$ cat config.mk
export PLATFORM = sky130hd
export DESIGN_NAME = video_in_pack_flat
export DESIGN_NICKNAME = d
export VERILOG_FILES = /design/src/rtl/video_in_pack_if.sv /design/src/rtl/video_in_pack.sv /design/src/flat_wrapper.sv
export SDC_FILE = /design/constraint.sdc
export NUM_CORES = 2
export LEC_CHECK = 0
export CAP_MARGIN = 5
export CORE_ASPECT_RATIO = 0.75
export CORE_MARGIN = 2
export CORE_UTILIZATION = 50
export CTS_CLUSTER_DIAMETER = 100
export DETAILED_ROUTE_END_ITERATION = 6
export PLACE_DENSITY_LB_ADDON = 0.08
export REMOVE_ABC_BUFFERS = 1
export SYNTH_ARGS = -nofsm -noshare
export SYNTH_HDL_FRONTEND = slang
export SYNTH_SLANG_ARGS = --single-unit
$ cat constraint.sdc
create_clock -name clk -period 4.05 [get_ports clk]
set_input_delay 0.81 -clock clk [delete_from_list [all_inputs] [get_ports clk]]
set_output_delay 0.81 -clock clk [all_outputs]
set_load 0.03 [all_outputs]
$ cat src/rtl/video_in_pack_if.sv
// video_in_pack_if: camera pixel inputs and store-side FIFO signals (drop_count with VIDEO_IN_PACK_DROP_CNT_EN)
interface video_in_pack_if;
    logic [7:0]  pixel_in;
    logic        line_valid;
    logic        frame_valid;
    logic        new_addr;
    logic        r_ack;
    logic [31:0] data_fifo;
    logic        nb_pack_available;
    logic        fifo_overflow;
    logic        frame_err;
`ifdef VIDEO_IN_PACK_DROP_CNT_EN
    logic [15:0] drop_count;
    modport master (output pixel_in, line_valid, frame_valid, new_addr, r_ack,
                    input data_fifo, nb_pack_available, fifo_overflow, frame_err, drop_count);
    modport slave (input pixel_in, line_valid, frame_valid, new_addr, r_ack,
                   output data_fifo, nb_pack_available, fifo_overflow, frame_err, drop_count);
`else
    modport master (output pixel_in, line_valid, frame_valid, new_addr, r_ack,
                    input data_fifo, nb_pack_available, fifo_overflow, frame_err);
    modport slave (input pixel_in, line_valid, frame_valid, new_addr, r_ack,
                   output data_fifo, nb_pack_available, fifo_overflow, frame_err);
`endif
endinterface

$ cat src/rtl/video_in_pack.sv
// video_in_pack: packs 8-bit camera pixels into 32-bit words in a show-ahead FIFO (drop_count with VIDEO_IN_PACK_DROP_CNT_EN)
module video_in_pack #(
    parameter int WIDTH   = 640,
    parameter int HEIGHT  = 480,
    parameter int NB_PACK = 16,
    parameter int DEPTH   = 64
) (
    input logic clk,
    input logic nRST,
    video_in_pack_if.slave vif
);
    localparam int AW = $clog2(DEPTH);
    localparam logic [19:0] TOTAL = 20'(WIDTH * HEIGHT);
    localparam logic [19:0] WORDS = 20'(WIDTH * HEIGHT / 4);
    localparam logic [AW:0] FULL = (AW + 1)'(DEPTH);
    localparam logic [AW:0] PACK_W = (AW + 1)'(NB_PACK / 4);

    typedef enum logic [1:0] {IDLE, WAIT_SOF, CAPTURE, PAD} state_t;

    state_t        state_q, state_d;
    logic          fv_q;
    logic [19:0]   pix_q, pix_d, word_q, word_d;
    logic [1:0]    byte_q, byte_d;
    logic [31:0]   pack_q, pack_d;
    logic          pend_q, pend_d;
    logic          err_q, err_d, ovf_q, ovf_d;
    logic [31:0]   mem [DEPTH];
    logic [AW-1:0] wr_q, rd_q;
    logic [AW:0]   fill_q, fill_d;
    logic          nb_q;
    logic          sof, acc, pop, can_push, pad_push, push, drop;

    assign sof      = vif.frame_valid & ~fv_q;
    assign pop      = vif.r_ack & (fill_q != '0);
    assign can_push = (fill_q < FULL) | pop;
    assign push     = (pend_q | pad_push) & can_push;
    assign drop     = pend_q & ~can_push;
    assign fill_d   = vif.new_addr ? '0 : fill_q + (AW + 1)'(push) - (AW + 1)'(pop);

    // Capture FSM, packer and frame bookkeeping; new_addr overrides everything
    always_comb begin
        state_d  = state_q;
        pix_d    = pix_q;
        word_d   = word_q;
        byte_d   = byte_q;
        pack_d   = pack_q;
        pend_d   = 1'b0;
        err_d    = err_q;
        ovf_d    = ovf_q | drop;
        acc      = 1'b0;
        pad_push = 1'b0;
        case (state_q)
            WAIT_SOF: if (sof) begin
                state_d = CAPTURE;
                acc     = vif.line_valid;
            end
            CAPTURE: if (!vif.frame_valid) begin
                err_d   = 1'b1;
                state_d = PAD;
                byte_d  = 2'd0;
            end else begin
                acc = vif.line_valid;
            end
            PAD: if (word_q >= WORDS) state_d = IDLE;
                 else pad_push = can_push;
            default: ;
        endcase
        if (acc) begin
            pack_d[{byte_q, 3'b000} +: 8] = vif.pixel_in;
            byte_d = byte_q + 2'd1;
            pend_d = (byte_q == 2'd3);
            pix_d  = pix_q + 20'd1;
            if (pix_d == TOTAL) state_d = IDLE;
        end
        if (pend_q | pad_push) word_d = word_q + 20'd1;
        if (vif.new_addr) begin
            state_d = WAIT_SOF;
            pix_d   = '0;
            word_d  = '0;
            byte_d  = 2'd0;
            pend_d  = 1'b0;
            err_d   = 1'b0;
            ovf_d   = 1'b0;
        end
    end

    // Capture-side state registers
    always_ff @(posedge clk or negedge nRST) begin
        if (!nRST) begin
            state_q <= IDLE;
            fv_q    <= 1'b0;
            pix_q   <= '0;
            word_q  <= '0;
            byte_q  <= 2'd0;
            pack_q  <= '0;
            pend_q  <= 1'b0;
            err_q   <= 1'b0;
            ovf_q   <= 1'b0;
        end else begin
            state_q <= state_d;
            fv_q    <= vif.frame_valid;
            pix_q   <= pix_d;
            word_q  <= word_d;
            byte_q  <= byte_d;
            pack_q  <= pack_d;
            pend_q  <= pend_d;
            err_q   <= err_d;
            ovf_q   <= ovf_d;
        end
    end

    // FIFO pointers, fill level and registered pack-ready flag
    always_ff @(posedge clk or negedge nRST) begin
        if (!nRST) begin
            wr_q   <= '0;
            rd_q   <= '0;
            fill_q <= '0;
            nb_q   <= 1'b0;
        end else begin
            wr_q   <= vif.new_addr ? '0 : wr_q + AW'(push);
            rd_q   <= vif.new_addr ? '0 : rd_q + AW'(pop);
            fill_q <= fill_d;
            nb_q   <= fill_d >= PACK_W;
        end
    end

    // FIFO storage; pad words are zero
    always_ff @(posedge clk) begin
        if (push & ~vif.new_addr) mem[wr_q] <= pad_push ? 32'h0 : pack_q;
    end

    assign vif.data_fifo         = (fill_q == '0) ? 32'h0 : mem[rd_q];
    assign vif.nb_pack_available = nb_q;
    assign vif.fifo_overflow     = ovf_q;
    assign vif.frame_err         = err_q;

`ifdef VIDEO_IN_PACK_DROP_CNT_EN
    logic [15:0] dcnt_q;

    // Saturating count of dropped words
    always_ff @(posedge clk or negedge nRST) begin
        if (!nRST) dcnt_q <= '0;
        else if (vif.new_addr) dcnt_q <= '0;
        else if (drop & ~&dcnt_q) dcnt_q <= dcnt_q + 16'd1;
    end

    assign vif.drop_count = dcnt_q;
`endif
endmodule
$ cat src/flat_wrapper.sv
// flat-port wrapper written by rule: the top's interface ports become plain ports
module video_in_pack_flat 
#(
    parameter int WIDTH   = 640,
    parameter int HEIGHT  = 480,
    parameter int NB_PACK = 16,
    parameter int DEPTH   = 64
)
  (clk, nRST, vif_pixel_in, vif_line_valid, vif_frame_valid, vif_new_addr, vif_r_ack, vif_data_fifo, vif_nb_pack_available, vif_fifo_overflow, vif_frame_err);
  video_in_pack_if vif_i ();
  input logic clk;
  input logic nRST;
  input wire logic [$bits(vif_i.pixel_in)-1:0] vif_pixel_in;
  input wire logic [$bits(vif_i.line_valid)-1:0] vif_line_valid;
  input wire logic [$bits(vif_i.frame_valid)-1:0] vif_frame_valid;
  input wire logic [$bits(vif_i.new_addr)-1:0] vif_new_addr;
  input wire logic [$bits(vif_i.r_ack)-1:0] vif_r_ack;
  output wire logic [$bits(vif_i.data_fifo)-1:0] vif_data_fifo;
  output wire logic [$bits(vif_i.nb_pack_available)-1:0] vif_nb_pack_available;
  output wire logic [$bits(vif_i.fifo_overflow)-1:0] vif_fifo_overflow;
  output wire logic [$bits(vif_i.frame_err)-1:0] vif_frame_err;
  assign vif_i.pixel_in = vif_pixel_in;
  assign vif_i.line_valid = vif_line_valid;
  assign vif_i.frame_valid = vif_frame_valid;
  assign vif_i.new_addr = vif_new_addr;
  assign vif_i.r_ack = vif_r_ack;
  assign vif_data_fifo = vif_i.data_fifo;
  assign vif_nb_pack_available = vif_i.nb_pack_available;
  assign vif_fifo_overflow = vif_i.fifo_overflow;
  assign vif_frame_err = vif_i.frame_err;
  video_in_pack #(.WIDTH(WIDTH), .HEIGHT(HEIGHT), .NB_PACK(NB_PACK), .DEPTH(DEPTH)) u_core (.clk(clk), .nRST(nRST), .vif(vif_i));
endmodule
# ---- Word level (Yosys, flattened, before mapping)
# Memory sizes are Yosys's and may differ from the RTL's.
# Index checks and enable logic that the tools add are counted.
dict set report op_classes {
  order_cmp 3
  mux 34
  shift 2
  add_sub_neg 8
  bitwise 11
  eq_ne 7
  reduce_logical 8
}
# op n
set op_table {}
lappend op_table {{$mux 20} 4}
lappend op_table {{$mux 32} 2}
lappend op_table {{$add 20x1->20 const B} 2}
lappend op_table {{$bwmux 32} 1}
lappend op_table {{$shift 8x7->32 const A} 1}
lappend op_table {{$shiftx 8x7->32} 1}
lappend op_table {{$eq 20x19->1 const B} 1}
lappend op_table {{$ge 20x17->1 const B} 1}
lappend op_table {{$mux 2} 10}
lappend op_table {{$add 6x1->6} 2}
lappend op_table {{$mux 1} 12}
lappend op_table {{$mux 6} 2}
lappend op_table {{$add 7x1->7} 1}
lappend op_table {{$ge 7x3->1 const B} 1}
lappend op_table {{$logic_not 7->1} 1}
lappend op_table {{$lt 7x7->1 const B} 1}
lappend op_table {{$mux 7} 1}
lappend op_table {{$neg 5->7} 1}
lappend op_table {{$reduce_bool 7->1} 1}
lappend op_table {{$sub 7x1->7} 1}
lappend op_table {{$eq 2x2->1 const B} 3}
lappend op_table {{$pmux 2 s3} 1}
lappend op_table {{$reduce_bool 2->1} 3}
lappend op_table {{$and 1x1->1} 5}
lappend op_table {{other kinds (9)} 14}
dict set report word_totals {
  out_inout_bits 35
  register_bits 100
  mem_count 1
  inputBits 14
  ramBits 2048
  word_cells 87
}
# memory words width rd rd_ports_with_merged_regs write_ports line
set memory_table {}
lappend memory_table {u_core.mem 64 32 1 0 1 video_in_pack.sv:27} ;# logic [31:0] mem [DEPTH];

# ---- Logic depth before layout (Yosys ltp)
dict set report depth {
  word_depth 11
  ltp_mapped 15
  mapped_depth_nobuf 15
}

# ---- Worst setup path before layout
# OpenSTA, ideal clock, no wires.
dict set report synth_timing {
  kind {register to output}
  startpoint {register u_core.rd_q[1]}
  endpoint {output port vif_data_fifo[29]}
  required_time_ns 3.240
  path_stages_with_launch 8
  setup_slack_ns 0.647
  arrival_ns 2.593
  cell_sequence {dfrtp_1 > buf_2 > clkbuf_1 > clkbuf_1 > mux4_2 > mux4_2 > o22ai_1 > nor4_1}
}
dict set report synth_between {
  elab_chain_len 2
}
# item line
set synth_lines {}
lappend synth_lines {{start, declared} video_in_pack.sv:28} ;# logic [AW-1:0] wr_q, rd_q;
lappend synth_lines {{start signal, assigned} video_in_pack.sv:121} ;# rd_q <= vif.new_addr ? '0 : rd_q + AW'(pop);
lappend synth_lines {{$mem_v2 64x32} -}
lappend synth_lines {{$mux 32} video_in_pack.sv:132} ;# assign vif.data_fifo = (fill_q == '0) ? 32'h0 : mem[rd_q];
lappend synth_lines {{end, declared} flat_wrapper.sv:18} ;# output wire logic [$bits(vif_i.data_fifo)-1:0] vif_data_fifo;
# Every way passes these cells.

# ---- Final worst setup path
dict set report layout_timing {
  startpoint {register u_core.rd_q[0]}
  endpoint {output port vif_data_fifo[10]}
}
# Same word-level chain as after synthesis.

==> flow_metrics.tcl <==
set metrics [dict create \
    io_buffers 48 \
    start_util 0.504 \
    die-area_mm2 0.170 \
    ys_warn_count 0 \
    final_util 0.594 \
    drv_cap 0 \
    hp-class "in2async" \
    synth.top_cell.area_share 0.739 \
    multiInputGateArea_mm2 0.0188 \
    dieHeight_um 357 \
    rows 129 \
    syn_avg_cell_area_um2 22.7 \
    viasPerCell 6.34 \
    cp_top_family "multiplexers" \
    clock_path_buffers 3 \
    cts_root_buf "clkbuf_16" \
    routed.top_layer "met5" \
    grt_max_degree 67 \
    antenna_found_initial 7 \
    area_growth_pct 17.7 \
    hold_viol 0 \
    postSynthCellCount 3672 \
    ys_ff_latch 2148 \
    wl_per_cell_um 34.6 \
    synth.top_cells.by_area "edfxtp_1, mux4_2, dfrtp_1" \
    setup_viol_count_final 32 \
    fill_cells 11400 \
    tns_ps -12870 \
    cts-buffers-inserted 199 \
    cp-start-kind "flip-flop" \
    rsz0062_at_grt "yes" \
    synth.distinct_cells 62 \
    cp_max_fo 7 \
    drt-met1-wl_mm 92.0 \
    core_mm2 0.165 \
    power.total_mw 52.4 \
    cp_cell_sequence "buf_12, buf_16, bufbuf_16, mux4_2, mux4_2, inv_2, o22ai_1, a221o_1, buf_6" \
    power_density_mw_per_mm2 534 \
    finalCritPeriodShare 1.12 \
    postRouteAntennaNets 0 \
    violations "setup timing" \
    routed-wl-met2_mm 106 \
    required_ps 3240 \
    drt-pass1-iter-count 5 \
    worst_pin_slew_ps 1230 \
    reg2regPathDepth 15 \
    setup_ws_ps -470 \
    dp_hpwl_mm 125 \
    cp.buffers_inverters 5 \
    drt-total-wl_mm 223 \
    place_congestion 0.805 \
    synthArstFlopShare 0.0466 \
    htreeDepth 4 \
    io_pins 49 \
    ctsHoldBuffers 0 \
    clk_latency_ps 840 \
    max-vdd-ir-drop_v 0.000463 \
    grt_use_total 0.265 \
    drcViolationCount 0 \
    die_width_um 475 \
    syn_area_mm2 0.0833 \
    dr_wl_met3_mm 20.5 \
    critPathKind "reg2out" \
    slowest_delay_ps 630 \
    fin_crit_ps 4520 \
    grt_pass1_vias 41000 \
    cpMaxStageDelayCell "mux4_2" \
    clock_sinks 2148 \
    drive_above_1_share 0.345 \
    relSlewSlack 0.179 \
    grt_pass1_wl_mm 311 \
    yosysMostFrequentCell "edfxtp_1" \
    cp_common_cell "mux4_2" \
    yosysSeqAreaShare 0.769 \
    gr-total-overflow 0 \
    vias 41000 \
    drt_iter0_markers 5186 \
    layout.area.seq_mm2 0.0640 \
    hold_ws_ps 122 \
    worst_setup_path_end_kind "primary output" \
    finClkSkew_ps 49.5 \
    synth_edf_count 2048 \
    max_freq_mhz 221 \
    synthTopCellsByCount "edfxtp_1, mux4_2, nor2_1" \
    fin_nets 4109 \
    worst-path-stages 9 \
    yosys.area.top_type "edfxtp_1" \
    leakagePower_nw 29.3 \
    report.final.slew_viol_count 0 \
    clk_pin_slew_ps 60 \
    status "finished, violations left" \
    antenna_cells 0 \
    arrival_ps 3710 \
    synth_ff_type "edfxtp_1" \
    cts_tree "yes" \
]
metal layers:
metal  up-vias  GRT usage
li1      16300          -
met1     22300      0.393
met2      2070      0.408
met3       286     0.0549
met4         2     0.0625
met5         -          0
power by group:
part / internal (mW) / switching [mW] / leakage [nW]
combinational: 4.39 / 4.90 / 7.15
sequential: 24.9 / 0.0826 / 19.1
clock: 10.0 / 8.09 / 3.07
layout by cell type, fill, tap and decap left out, types with 32 or more instances in the layout:
master | Yosys | layout
edfxtp_1 | 2048 | 2048
mux4_2 | 637 | 637
clkbuf_16 | 0 | 225
buf_12 | 0 | 132
buf_4 | 23 | 126
nand2_1 | 110 | 109
dfrtp_1 | 100 | 95
nor2_4 | 0 | 64
nor2_1 | 126 | 62
clkinv_1 | 0 | 47
buf_6 | 8 | 45
o21ai_0 | 43 | 43
clkinv_2 | 0 | 43
clkbuf_1 | 102 | 41
inv_1 | 82 | 35
inv_2 | 0 | 33
buf_16 | 0 | 33
and2_2 | 2 | 32
kinds of logic (layout without fill, tap and decap cells):
logic type	count (synthesis)	after routing	synth area share
adders and majority gates	27	27	0.00415
xor gates and xnor gates	47	47	0.00494
and+or+nand+nor	386	386	0.0220
muxes	644	644	0.173
AOI/OAI and AO/OA	154	154	0.0128
DFF	2148	2148	0.769
buffers and inverters	266	826	0.0143
per-stage QoR:
| stage | cells | setup WS [ps] | instance area [um2] |
|---|---|---|---|
| after global placement | 6009 | 119 | 89700 |
| after global routing | 6459 | -541 | 98000 |
| after floorplan | 3488 | -18490 | 82400 |
| after CTS | 6412 | -534 | 97100 |
| after detailed placement | 6009 | 133 | 89700 |
| final | 6459 | -470 | 98000 |
flip-flops by register name, indices dropped and copies added (netlist names):
signal and cells:
u_core.byte_q 2, u_core.fill_q 7, u_core.fv_q 1, u_core.mem 2048
u_core.pack_q 32, u_core.pend_q 1, u_core.pix_q 20, u_core.rd_q 6
u_core.state_q 2, u_core.vif.fifo_overflow 1, u_core.vif.frame_err 1, u_core.vif.nb_pack_available 1
u_core.word_q 20, u_core.wr_q 6
final cells by class:
class	instances	share of cell area
clock buffer	249	0.0542
clock inverter	116	0.00955
inverter	82	0.00361
multi-input combinational	1258	0.191
sequential	2148	0.653
tap	2227	0.0284
timing repair buffer	379	0.0597
timing repair:
action | 4_1_cts | 5_1_grt
cloned | 15 | 21
buffers inserted | 24 | 29
setup endpoints to repair | 32 | 32
pin swaps | 6 | 11
gates resized for setup | 142 | 53
worst paths after layout:
path / endpoint / slack (ps) / start
max in group asynchronous: u_core.state_q[0]$_DFF_PN0_ / 3020 / nRST
max reg2reg: u_core.vif.nb_pack_available$_DFF_PN0_ / 480 / u_core.fill_q[3]$_DFF_PN0_
min: u_core.word_q[3]$_DFFE_PN0P_ / 120 / nRST
min reg2reg: u_core.pack_q[11]$_DFFE_PN0P_ / 480 / u_core.pack_q[11]$_DFFE_PN0P_
min in group clk: u_core.pack_q[11]$_DFFE_PN0P_ / 480 / u_core.pack_q[11]$_DFFE_PN0P_
max: vif_data_fifo[10] / -470 / u_core.rd_q[0]$_DFF_PN0_
worst register-to-register path, delay by kind of cell, from the launching register on:
kind,cells,cell delay [ps]
simple gates,5,1310
fa+ha+maj,4,1060
xor+xnor,1,150
buf+inv,2,120
compound gates,3,400
flops,1,390
Note: power is estimated with default switching activity, not from simulation.
